--- src/rtl/mips_pkg.sv ---
// Shared defaults, state encoding and entry layout for the MIPS instruction-fetch front end.
package mips_pkg;

   localparam int unsigned DEFAULT_ADDR_WIDTH = 32;
   localparam int unsigned DEFAULT_DATA_WIDTH = 32;
   localparam int unsigned DEFAULT_FIFO_DEPTH = 4;

   // Low address bits cleared to force word alignment of fetch addresses.
   localparam logic [1:0] INSTR_ALIGN_MASK = 2'b11;

   typedef enum logic [1:0] {
      FETCH   = 2'd0,
      STALL   = 2'd1,
      DISCARD = 2'd2
   } fetch_state_t;

   typedef struct packed {
      logic [DEFAULT_DATA_WIDTH-1:0] instr;
      logic [DEFAULT_ADDR_WIDTH-1:0] pc;
   } fetch_entry_t;

endpackage

--- src/rtl/mips_fetch_fifo.sv ---
// Prefetch FIFO: power-of-two circular buffer with push/pop/flush and occupancy count.
// Flush has priority over push and pop; the storage array itself is not reset.
module mips_fetch_fifo
   import mips_pkg::*;
#(
   parameter int unsigned DEPTH = DEFAULT_FIFO_DEPTH,
   parameter int unsigned WIDTH = $bits(fetch_entry_t),
   localparam int unsigned PTR_W = $clog2(DEPTH),
   localparam int unsigned CNT_W = PTR_W + 1
) (
   input  logic             clk,
   input  logic             rst,
   input  logic             push_i,
   input  logic [WIDTH-1:0] push_data_i,
   input  logic             pop_i,
   input  logic             flush_i,
   output logic [WIDTH-1:0] head_o,
   output logic             valid_o,
   output logic [CNT_W-1:0] count_o
);

   logic [WIDTH-1:0] mem_q [DEPTH];
   logic [PTR_W-1:0] wr_ptr_q, wr_ptr_d;
   logic [PTR_W-1:0] rd_ptr_q, rd_ptr_d;
   logic [CNT_W-1:0] count_q, count_d;
   logic             do_push;
   logic             do_pop;

   assign do_push = push_i && (count_q != CNT_W'(DEPTH));
   assign do_pop  = pop_i && (count_q != '0);

   always_comb begin
      wr_ptr_d = wr_ptr_q;
      rd_ptr_d = rd_ptr_q;
      count_d  = count_q;
      if (flush_i) begin
         wr_ptr_d = '0;
         rd_ptr_d = '0;
         count_d  = '0;
      end else begin
         if (do_push) wr_ptr_d = wr_ptr_q + PTR_W'(1);
         if (do_pop)  rd_ptr_d = rd_ptr_q + PTR_W'(1);
         if (do_push && !do_pop)      count_d = count_q + CNT_W'(1);
         else if (!do_push && do_pop) count_d = count_q - CNT_W'(1);
      end
   end

   always_ff @(posedge clk) begin
      if (rst) begin
         wr_ptr_q <= '0;
         rd_ptr_q <= '0;
         count_q  <= '0;
      end else begin
         wr_ptr_q <= wr_ptr_d;
         rd_ptr_q <= rd_ptr_d;
         count_q  <= count_d;
      end
   end

   always_ff @(posedge clk) begin
      if (do_push && !flush_i) mem_q[wr_ptr_q] <= push_data_i;
   end

   assign head_o  = mem_q[rd_ptr_q];
   assign valid_o = (count_q != '0);
   assign count_o = count_q;

endmodule

--- src/rtl/mips_fetch_unit.sv ---
// MIPS instruction-fetch front end: req/ack imem port, prefetch FIFO, redirect with flush.
// Optional MIPS_FETCH_BYPASS_EN forwards an acked instruction to decode when the FIFO is empty.
//   state   | meaning
//   FETCH   | request at fetch_pc outstanding on the imem port
//   STALL   | FIFO full, no request until decode pops
//   DISCARD | stale request still in flight; its response is dropped
module mips_fetch_unit
   import mips_pkg::*;
#(
   parameter int unsigned           ADDR_WIDTH = DEFAULT_ADDR_WIDTH,
   parameter int unsigned           DATA_WIDTH = DEFAULT_DATA_WIDTH,
   parameter int unsigned           FIFO_DEPTH = DEFAULT_FIFO_DEPTH,
   parameter logic [ADDR_WIDTH-1:0] RESET_PC   = '0
) (
   input  logic                  clk,
   input  logic                  rst,
   output logic                  imem_req,
   output logic [ADDR_WIDTH-1:0] imem_addr,
   input  logic                  imem_ack,
   input  logic [DATA_WIDTH-1:0] imem_rdata,
   input  logic                  redirect_valid,
   input  logic [ADDR_WIDTH-1:0] redirect_pc,
   output logic                  out_valid,
   input  logic                  out_ready,
   output logic [DATA_WIDTH-1:0] out_instr,
   output logic [ADDR_WIDTH-1:0] out_pc,
   output logic [ADDR_WIDTH-1:0] out_pc_plus4
);

   localparam int unsigned CNT_W = $clog2(FIFO_DEPTH) + 1;
   localparam logic [ADDR_WIDTH-1:0] PC_STEP = ADDR_WIDTH'(4);

   typedef struct packed {
      logic [DATA_WIDTH-1:0] instr;
      logic [ADDR_WIDTH-1:0] pc;
   } entry_t;

   fetch_state_t          state_q;
   logic [ADDR_WIDTH-1:0] fetch_pc_q;
   logic [ADDR_WIDTH-1:0] disc_addr_q;
   logic [ADDR_WIDTH-1:0] redirect_tgt;

   logic                  req_act;
   logic                  fetch_ack;
   logic                  bypass;
   logic                  push;
   logic                  pop;
   logic                  fill_last;
   logic                  fifo_valid;
   logic [CNT_W-1:0]      fifo_count;
   entry_t                push_entry;
   entry_t                head_entry;
   entry_t                out_entry;

   assign req_act      = !rst && (state_q != STALL);
   assign imem_req     = req_act;
   assign imem_addr    = (state_q == DISCARD) ? disc_addr_q : fetch_pc_q;
   assign redirect_tgt = redirect_pc & ~ADDR_WIDTH'(INSTR_ALIGN_MASK);

   // Only a FETCH-state response without a competing redirect is ever kept.
   assign fetch_ack = req_act && imem_ack && (state_q == FETCH) && !redirect_valid;

`ifdef MIPS_FETCH_BYPASS_EN
   assign bypass = fetch_ack && (fifo_count == '0) && out_ready;
`else
   assign bypass = 1'b0;
`endif

   assign push       = fetch_ack && !bypass;
   assign pop        = !rst && fifo_valid && out_ready;
   assign fill_last  = push && !pop && (fifo_count == CNT_W'(FIFO_DEPTH - 1));

   assign push_entry = '{instr: imem_rdata, pc: fetch_pc_q};

   mips_fetch_fifo #(
      .DEPTH (FIFO_DEPTH),
      .WIDTH ($bits(entry_t))
   ) u_fifo (
      .clk         (clk),
      .rst         (rst),
      .push_i      (push),
      .push_data_i (push_entry),
      .pop_i       (pop),
      .flush_i     (redirect_valid),
      .head_o      (head_entry),
      .valid_o     (fifo_valid),
      .count_o     (fifo_count)
   );

   always_ff @(posedge clk) begin
      if (rst) begin
         state_q     <= FETCH;
         fetch_pc_q  <= RESET_PC;
         disc_addr_q <= RESET_PC;
      end else if (redirect_valid) begin
         fetch_pc_q <= redirect_tgt;
         case (state_q)
            FETCH: begin
               // An unacked request cannot be withdrawn; remember its address.
               if (!imem_ack) begin
                  disc_addr_q <= fetch_pc_q;
                  state_q     <= DISCARD;
               end
            end
            STALL:   state_q <= FETCH;
            DISCARD: state_q <= DISCARD;
            default: state_q <= FETCH;
         endcase
      end else begin
         case (state_q)
            FETCH: begin
               if (imem_ack) begin
                  fetch_pc_q <= fetch_pc_q + PC_STEP;
                  if (fill_last) state_q <= STALL;
               end
            end
            STALL: begin
               if (pop) state_q <= FETCH;
            end
            DISCARD: begin
               if (imem_ack) state_q <= FETCH;
            end
            default: state_q <= FETCH;
         endcase
      end
   end

   assign out_valid    = !rst && (fifo_valid || bypass);
   assign out_entry    = bypass ? push_entry : head_entry;
   assign out_instr    = out_valid ? out_entry.instr : '0;
   assign out_pc       = out_valid ? out_entry.pc : '0;
   assign out_pc_plus4 = out_valid ? (out_entry.pc + PC_STEP) : '0;

endmodule

--- config.mk ---
export PLATFORM = sky130hd
export DESIGN_NAME = mips_fetch_unit
export DESIGN_NICKNAME = d
export VERILOG_FILES = /design/src/rtl/mips_pkg.sv /design/src/rtl/mips_fetch_fifo.sv /design/src/rtl/mips_fetch_unit.sv
export SDC_FILE = /design/constraint.sdc
export NUM_CORES = 1
export LEC_CHECK = 0
export CAP_MARGIN = 0
export CORE_UTILIZATION = 59
export CTS_CLUSTER_DIAMETER = 200
export DETAILED_ROUTE_END_ITERATION = 6
export PLACE_DENSITY = 0.83
export SLEW_MARGIN = 10
export SYNTH_ARGS = -nofsm -noshare
export SYNTH_HDL_FRONTEND = slang
export SYNTH_SLANG_ARGS = --single-unit
--- constraint.sdc ---
create_clock -name clk -period 6.66 [get_ports clk]
set_input_delay 0.999 -clock clk [delete_from_list [all_inputs] [get_ports clk]]
set_output_delay 0.999 -clock clk [all_outputs]
set_load 0.1 [all_outputs]
==> results of run 1 <==
## stage by stage
step / setup slack, ps / cell area (µm²) / std cells
2_1_floorplan: 1660 / 13800 / 958
3_3_place_gp: 1750 / 15900 / 1413
3_5_place_dp: 1700 / 15900 / 1413
4_1_cts: 1080 / 16800 / 1469
5_1_grt: 876 / 16800 / 1469
6_report: 1100 / 16800 / 1469
## Yosys cell counts (3+ instances only)
cell type / count
mux4_1: 20
o21ai_0: 17
and2_1: 63
nand3_1: 20
edfxtp_1: 248
buf_2: 6
xor2_1: 13
o31ai_1: 4
inv_1: 15
and2_2: 3
or4_1: 11
buf_6: 4
nor4_1: 3
nand2_1: 91
buf_4: 6
ha_1: 7
and4_1: 8
nor2_1: 61
mux2_2: 30
nand4_1: 11
a21oi_1: 44
dfxtp_1: 71
a211oi_1: 20
mux4_2: 42
or3_1: 6
mux2i_1: 4
xnor2_1: 29
and3_1: 5
clkbuf_8: 4
and3_2: 4
nor3_1: 17
clkbuf_1: 37
## sequential cells by signal (all words and copies together), names as in the netlist, named ones only
register and flops:
disc_addr_q 30, fetch_pc_q 30, state_q 2, u_fifo.count_o 3
u_fifo.mem_q 248, u_fifo.rd_ptr_q 2, u_fifo.wr_ptr_q 2
## report_power, final
group          internal [mW]  switching (mW)
registers               2.18          0.0416
logic                  0.138           0.327
clock network          0.939           0.719
total                   3.25            1.09
## cells by family after synthesis
group,share of synthesized area [%]
fa+ha+maj,0.851
buf+inv,3.12
simple gates,11.9
flops,64.1
mux,13.5
xor+xnor,2.66
other cells,0.0271
compound gates,3.87
## critical path: cells and delay by family (launching register included)
family / cells / cell delay, ps
buffers and inverters: 1 / 1160
muxes: 1 / 440
and+or+nand+nor: 3 / 1290
DFF: 1 / 900
AOI/OAI and AO/OA: 1 / 200
## metal layers
| layer | vias up | wire [µm] | global-route usage [%] |
|---|---|---|---|
| met2 | 336 | 14200 | 41.5 |
| met4 | 0 | 655 | 7.64 |
| met1 | 4227 | 12400 | 33.3 |
| met3 | 52 | 2380 | 5.40 |
| li1 | 3934 | - | - |
| met5 | - | 0 | 0 |
## area by class of cell
type,count,share of cell area [%]
clock buffer,37,4.80
inverter,16,0.357
tap,313,2.32
timing repair buffer,205,11.9
multi-input combinational,560,27.1
clock inverter,19,0.891
sequential,319,52.7
## how the worst min path moves through the flow
| stage | startpoint | end | slack, ps | cells past startpoint |
|---|---|---|---|---|
| floorplan | disc_addr_q[10]$_SDFFE_PP0P_ | disc_addr_q[10]$_SDFFE_PP0P_ | 430 | 2 |
| global placement | disc_addr_q[10]$_SDFFE_PP0P_ | disc_addr_q[10]$_SDFFE_PP0P_ | 440 | 2 |
| detailed placement | disc_addr_q[14]$_SDFFE_PP0P_ | disc_addr_q[14]$_SDFFE_PP0P_ | 450 | 2 |
| CTS | disc_addr_q[14]$_SDFFE_PP0P_ | disc_addr_q[14]$_SDFFE_PP0P_ | 460 | 2 |
| global route | disc_addr_q[16]$_SDFFE_PP0P_ | disc_addr_q[16]$_SDFFE_PP0P_ | 480 | 2 |
| finish | disc_addr_q[14]$_SDFFE_PP0P_ | disc_addr_q[14]$_SDFFE_PP0P_ | 450 | 2 |
==> qor.csv, run 1 <==
stage,metric,value,unit
run_status,status,completed,
pwr,ir_drop,0.181,mV
drt,drt-initial-drc-count,598,
critical_path,critPathKind,register to output port,
finish,drive_gt1_share,13.8,%
clock_network,clock-sinks,319,
global_routing,grt_usage,25.0,%
synthesis,synth_top_cell_area_share,53.9,%
sta,rsz0062_at_grt,false,
clock_network,cts_hold_buf,0,
clock_network,cts_root_buf,clkbuf_16,
floorplanning,rows,55,
drt,drc,0,
critical_path,regToRegStartpoint,state_q[0]$_SDFFE_PP0P_,
synthesis,yosysWarningCount,0,
drt,vias,8549,
critical_path,endpoint_kind,output port,
run,cap_violations,0,
synthesis,synth_top_area_cell,edfxtp_1,
pwr,power_leakage,5.55,nW
sta,setup_viol,0,
critical_path,reg2reg_depth,5,
synthesis,synth-edff-count,248,
finish,n_fill_cell,1423,
synthesis,ys_seq_area_share,64.1,%
place,gp_congestion,0.806,
global_routing,antenna_found_initial,0,
finish,diodes,0,
floorplanning,fp.coreArea,22800,µm²
critical_path,cp-start-kind,register,
global_routing,grt_pass1_vias,8445,
floorplanning,ios,199,
finish,nets,1209,
clock_network,cts.path.max_buffers,3,
drt,drtAntennaViolNets,0,
synthesis,synth_ff_type,edfxtp_1,
sta,finClkSkew,20.5,ps
floorplanning,die_w,155,µm
finish,final-seq-area,8870,µm²
critical_path,arrival,4560,ps
synthesis,synth.area.top_cells,"edfxtp_1 54%, dfxtp_1 10%, mux4_2 6.8%",
global_routing,grt_pass1_wl,45900,µm
clock_network,htree_levels,1,
drt,wl_per_cell,20.2,µm
floorplanning,dieArea,24000,µm²
place,dp_hpwl,18700,µm
synthesis,ys_seq_elements,319,
sta,fin_crit,5560,ps
clock_network,worstSkewPairLatency,560,ps
synthesis,synthArstFlopShare,0,%
pwr,powerDensity,258,nW/µm²
finish,fin_util,74.0,%
floorplanning,start_util,60.7,%
synthesis,synth_cell_types,53,
sta,hold_viol,0,
drt,wl,29600,µm
drt,via_per_inst,5.82,
clock_network,cts_made_buffers,30,
global_routing,gr-total-overflow,0,
critical_path,rrSetupSlack,3300,ps
sta,relSlewSlack,24.0,%
drt,firstDrtPassIters,5,
clock_network,cts_tree,yes,
critical_path,setup.worst_path.end,out_pc_plus4[27],
critical_path,reg2reg_to,u_fifo.mem_q[0][42]$_DFFE_PP_,
place,port_buffers,190,
sta,worst_pin_slew,1140,ps
finish,areaGrowthSynthToFinish,21.8,%
finish,final_common_cell,edfxtp_1,
synthesis,netlist_area,13800,µm²
floorplanning,fp.dieH,155,µm
synthesis,syn_avg_cell_area,14.5,µm²
clock_network,postCtsSetupBuffers,0,
sta,slew_viol_final,0,
pwr,finalPower,4.34,mW
sta,fin_hold_ws,453,ps
finish,multi_input_area,4560,µm²
min_path,hold_path_class,register to register,
clock_network,cts_resized,0,
critical_path,slowest_stage,clkdlybuf4s50_1,
clock_network,path_clk_slew,60,ps
critical_path,critical_path_required,5660,ps
sta,fmax,0.180,GHz
critical_path,crit_fanout,35,
finish,layout_common_cells,"248 x edfxtp_1, 187 x clkdlybuf4s50_1, 91 x nand2_1",
sta,finalCritPeriodShare,83.5,%
synthesis,synth_cells,953,
sta,setup_tns,0,ps
global_routing,grt_max_degree,64,
critical_path,cp_slowest_stage_delay,1160,ps
critical_path,path_cells,"mux4_1, and4_2, nand4_1, or3_1, a21oi_1, clkdlybuf4s50_1",
Power figures use the tool's default switching activity.
==> run 2: changes to the inputs <==
--- a/config.mk
+++ b/config.mk
@@ -6,10 +6,10 @@
 export NUM_CORES = 1
 export LEC_CHECK = 0
 export CAP_MARGIN = 0
-export CORE_UTILIZATION = 59
+export CORE_UTILIZATION = 49
 export CTS_CLUSTER_DIAMETER = 200
 export DETAILED_ROUTE_END_ITERATION = 6
-export PLACE_DENSITY = 0.83
+export PLACE_DENSITY = 0.73
 export SLEW_MARGIN = 10
 export SYNTH_ARGS = -nofsm -noshare
 export SYNTH_HDL_FRONTEND = slang
==> constraint.sdc (replaced) <==
create_clock -name clk -period 5.1 [get_ports clk]
set_input_delay 0.765 -clock clk [delete_from_list [all_inputs] [get_ports clk]]
set_output_delay 0.765 -clock clk [all_outputs]
set_load 0.1 [all_outputs]
==> run 2 against run 1 <==
Effect of this change:
- clock power up 49%
- via count is 0.90% lower
- global-route usage down 3.5 points
- final cell count increased by 4.7%
- sequential power rose by 31%
- non-clock buffer count is 1 lower
- clock-buffer cell count rose by 7
- worst setup slack lost 460 ps
- critical path type unchanged
- sequential cell count is the same
==> qor.csv, run 2 (same netlist as run 1, synthesis figures left out) <==
stage,metric,value,unit,change
floorplanning,fp.coreArea,27800,µm²,was 22800 µm²
critical_path,critical_path_required,4340,ps,was 5660 ps
sta,setup_ws,641,ps,was 1100 ps
clock_network,htree_levels,2,,was 1
clock_network,path_clk_slew,60,ps,about the same
sta,setup_tns,0,ps,unchanged
min_path,hold_depth,2,,unchanged
global_routing,antenna_found_initial,0,,unchanged
floorplanning,dieArea,28900,µm²,was 24000 µm²
clock_network,cts.path.max_buffers,3,,unchanged
sta,fin_crit,4460,ps,
global_routing,grt_max_degree,64,,unchanged
critical_path,crit_fanout,38,,was 35
finish,diodes,0,,unchanged
critical_path,arrival,3690,ps,was 4560 ps
drt,drt-initial-drc-count,636,,was 598
clock_network,cts_hold_buf,0,,unchanged
min_path,hp-start,disc_addr_q[2]$_SDFFE_PP0P_,,was disc_addr_q[14]$_SDFFE_PP0P_
finish,final_common_cell,edfxtp_1,,unchanged
critical_path,reg2reg_to,u_fifo.count_o[2]$_SDFFE_PP0P_,,was u_fifo.mem_q[0][42]$_DFFE_PP_
sta,finClkSkew,13.1,ps,was 20.5 ps
run_status,status,completed,,unchanged
finish,largest_reg_flops,248,,unchanged
place,gp_congestion,0.791,,was 0.806
clock_network,worstSkewPairLatency,510,ps,was 560 ps
sta,setup_viol,0,,unchanged
sta,fin_hold_ws,452,ps,was 453 ps
drt,firstDrtPassIters,5,,unchanged
drt,wl_per_cell,19.7,µm,was 20.2 µm
global_routing,grt_pass1_wl,47300,µm,was 45900 µm
drt,via_per_inst,5.51,,was 5.82
pwr,powerDensity,338,nW/µm²,was 258 nW/µm²
floorplanning,fp.dieH,170,µm,was 155 µm
critical_path,critPathKind,register to output port,,unchanged
clock_network,clock-sinks,319,,unchanged
pwr,power_leakage,5.99,nW,was 5.55 nW
clock_network,postCtsSetupBuffers,0,,unchanged
sta,finalCritPeriodShare,87.4,%,
min_path,hold_path_class,register to register,,unchanged
finish,nets,1212,,was 1209
place,dp_cells,1477,,was 1413
pwr,ir_drop,0.286,mV,was 0.181 mV
clock_network,cts_root_buf,clkbuf_16,,unchanged
finish,reg_top3,"u_fifo.mem_q (248), disc_addr_q (30), fetch_pc_q (30)",,unchanged
drt,wl,30300,µm,was 29600 µm
global_routing,gr-total-overflow,0,,unchanged
finish,top_register,u_fifo.mem_q,,unchanged
finish,areaGrowthSynthToFinish,28.8,%,was 21.8%
sta,slew_viol_final,0,,unchanged
drt,drc,0,,unchanged
sta,fmax,0.224,GHz,
floorplanning,ios,199,,unchanged
place,dp_hpwl,19800,µm,was 18700 µm
drt,vias,8472,,was 8549
critical_path,reg2reg_depth,10,,was 5
critical_path,cp-start-kind,register,,unchanged
sta,hold_viol,0,,unchanged
floorplanning,start_util,49.8,%,was 60.7%
finish,layoutNonFillerInstCount,1538,,was 1469
critical_path,regToRegStartpoint,u_fifo.count_o[0]$_SDFFE_PP0P_,,was state_q[0]$_SDFFE_PP0P_
drt,drtAntennaViolNets,0,,unchanged
clock_network,cts_tree,yes,,unchanged
critical_path,endpoint_kind,output port,,unchanged
sta,rsz0062_at_grt,false,,unchanged
place,port_buffers,190,,unchanged
sta,worst_pin_slew,1110,ps,was 1140 ps
clock_network,cts_made_buffers,34,,was 30
sta,relSlewSlack,25.8,%,was 24.0%
run,cap_violations,0,,unchanged
global_routing,grt_usage,21.4,%,was 25.0%
min_path,holdPathEnd,disc_addr_q[2]$_SDFFE_PP0P_,,was disc_addr_q[14]$_SDFFE_PP0P_
floorplanning,die_w,170,µm,was 155 µm
global_routing,grt_pass1_vias,8501,,was 8445
critical_path,rrSetupSlack,1770,ps,was 3300 ps
finish,layout_common_cells,"248 x edfxtp_1, 101 x clkdlybuf4s50_1, 91 x nand2_1",,"was 248 x edfxtp_1, 187 x clkdlybuf4s50_1, 91 x nand2_1"
floorplanning,rows,61,,was 55
clock_network,cts_resized,0,,unchanged
finish,drive_gt1_share,21.4,%,was 13.8%
place,dp_slack,1130,ps,was 1700 ps
run 2: cell count changes in the layout (fill, tap and decap cells not counted), moves of 2 or more:
cell             change
clkdlybuf4s50_1     -86
buf_4               +11
buf_12              +74
clkinv_2             -6
clkbuf_16            +6
clkinvlp_4           +5
clkbuf_1             +2
run 2: power by group:
| part | switching, mW | internal [mW] |
|---|---|---|
| Clock | 0.987 | 1.48 |
| Combinational | 0.435 | 0.208 |
| Sequential | 0.0562 | 2.84 |
run 2: per-stage QoR:
step	power (mW)	util, %	area [µm²]
4_1_cts	6.06	64.1	17800
3_3_place_gp	3.59	60.0	16700
5_1_grt	6.18	64.1	17800
2_1_floorplan	3.37	-	13800
6_report	6.01	64.1	17800
3_5_place_dp	3.60	60.0	16700
run 2: final cells by class:
class / count / area [µm²]
Clock buffer: 44 / 952
Inverter: 16 / 60.1
Tap cell: 378 / 473
Timing Repair Buffer: 204 / 2710
Sequential cell: 319 / 8870
Clock inverter: 17 / 179
Multi-Input combinational cell: 560 / 4560
Fill cell: 2025 / 9980
run 2: worst max-delay path by stage:
| stage | to | slack (ps) | cells past startpoint |
|---|---|---|---|
| 3_3_place_gp | out_pc_plus4[29] | 1200 | 6 |
| 6_report | out_pc_plus4[29] | 640 | 6 |
| 4_1_cts | out_pc_plus4[29] | 590 | 6 |
| 5_1_grt | out_pc_plus4[29] | 400 | 6 |
| 3_5_place_dp | out_pc_plus4[29] | 1130 | 6 |
| 2_1_floorplan | out_pc_plus4[22] | 570 | 7 |
run 2: routing by layer:
layer | up-vias | part of all wire, % | global-route usage, %
li1 | 3954 | - | -
met1 | 4180 | 44 | 29.6
met2 | 294 | 48 | 35.4
met3 | 44 | 6.5 | 3.49
met4 | 0 | 2.0 | 5.80
met5 | - | 0 | 0
run 2: critical path, cell delays in order (launching register included):
cell     delay [ps]
dfxtp_4         810
mux4_1          560
and4_2          340
nand4_1         410
or4_1           550
a21oi_1         170
buf_4           330
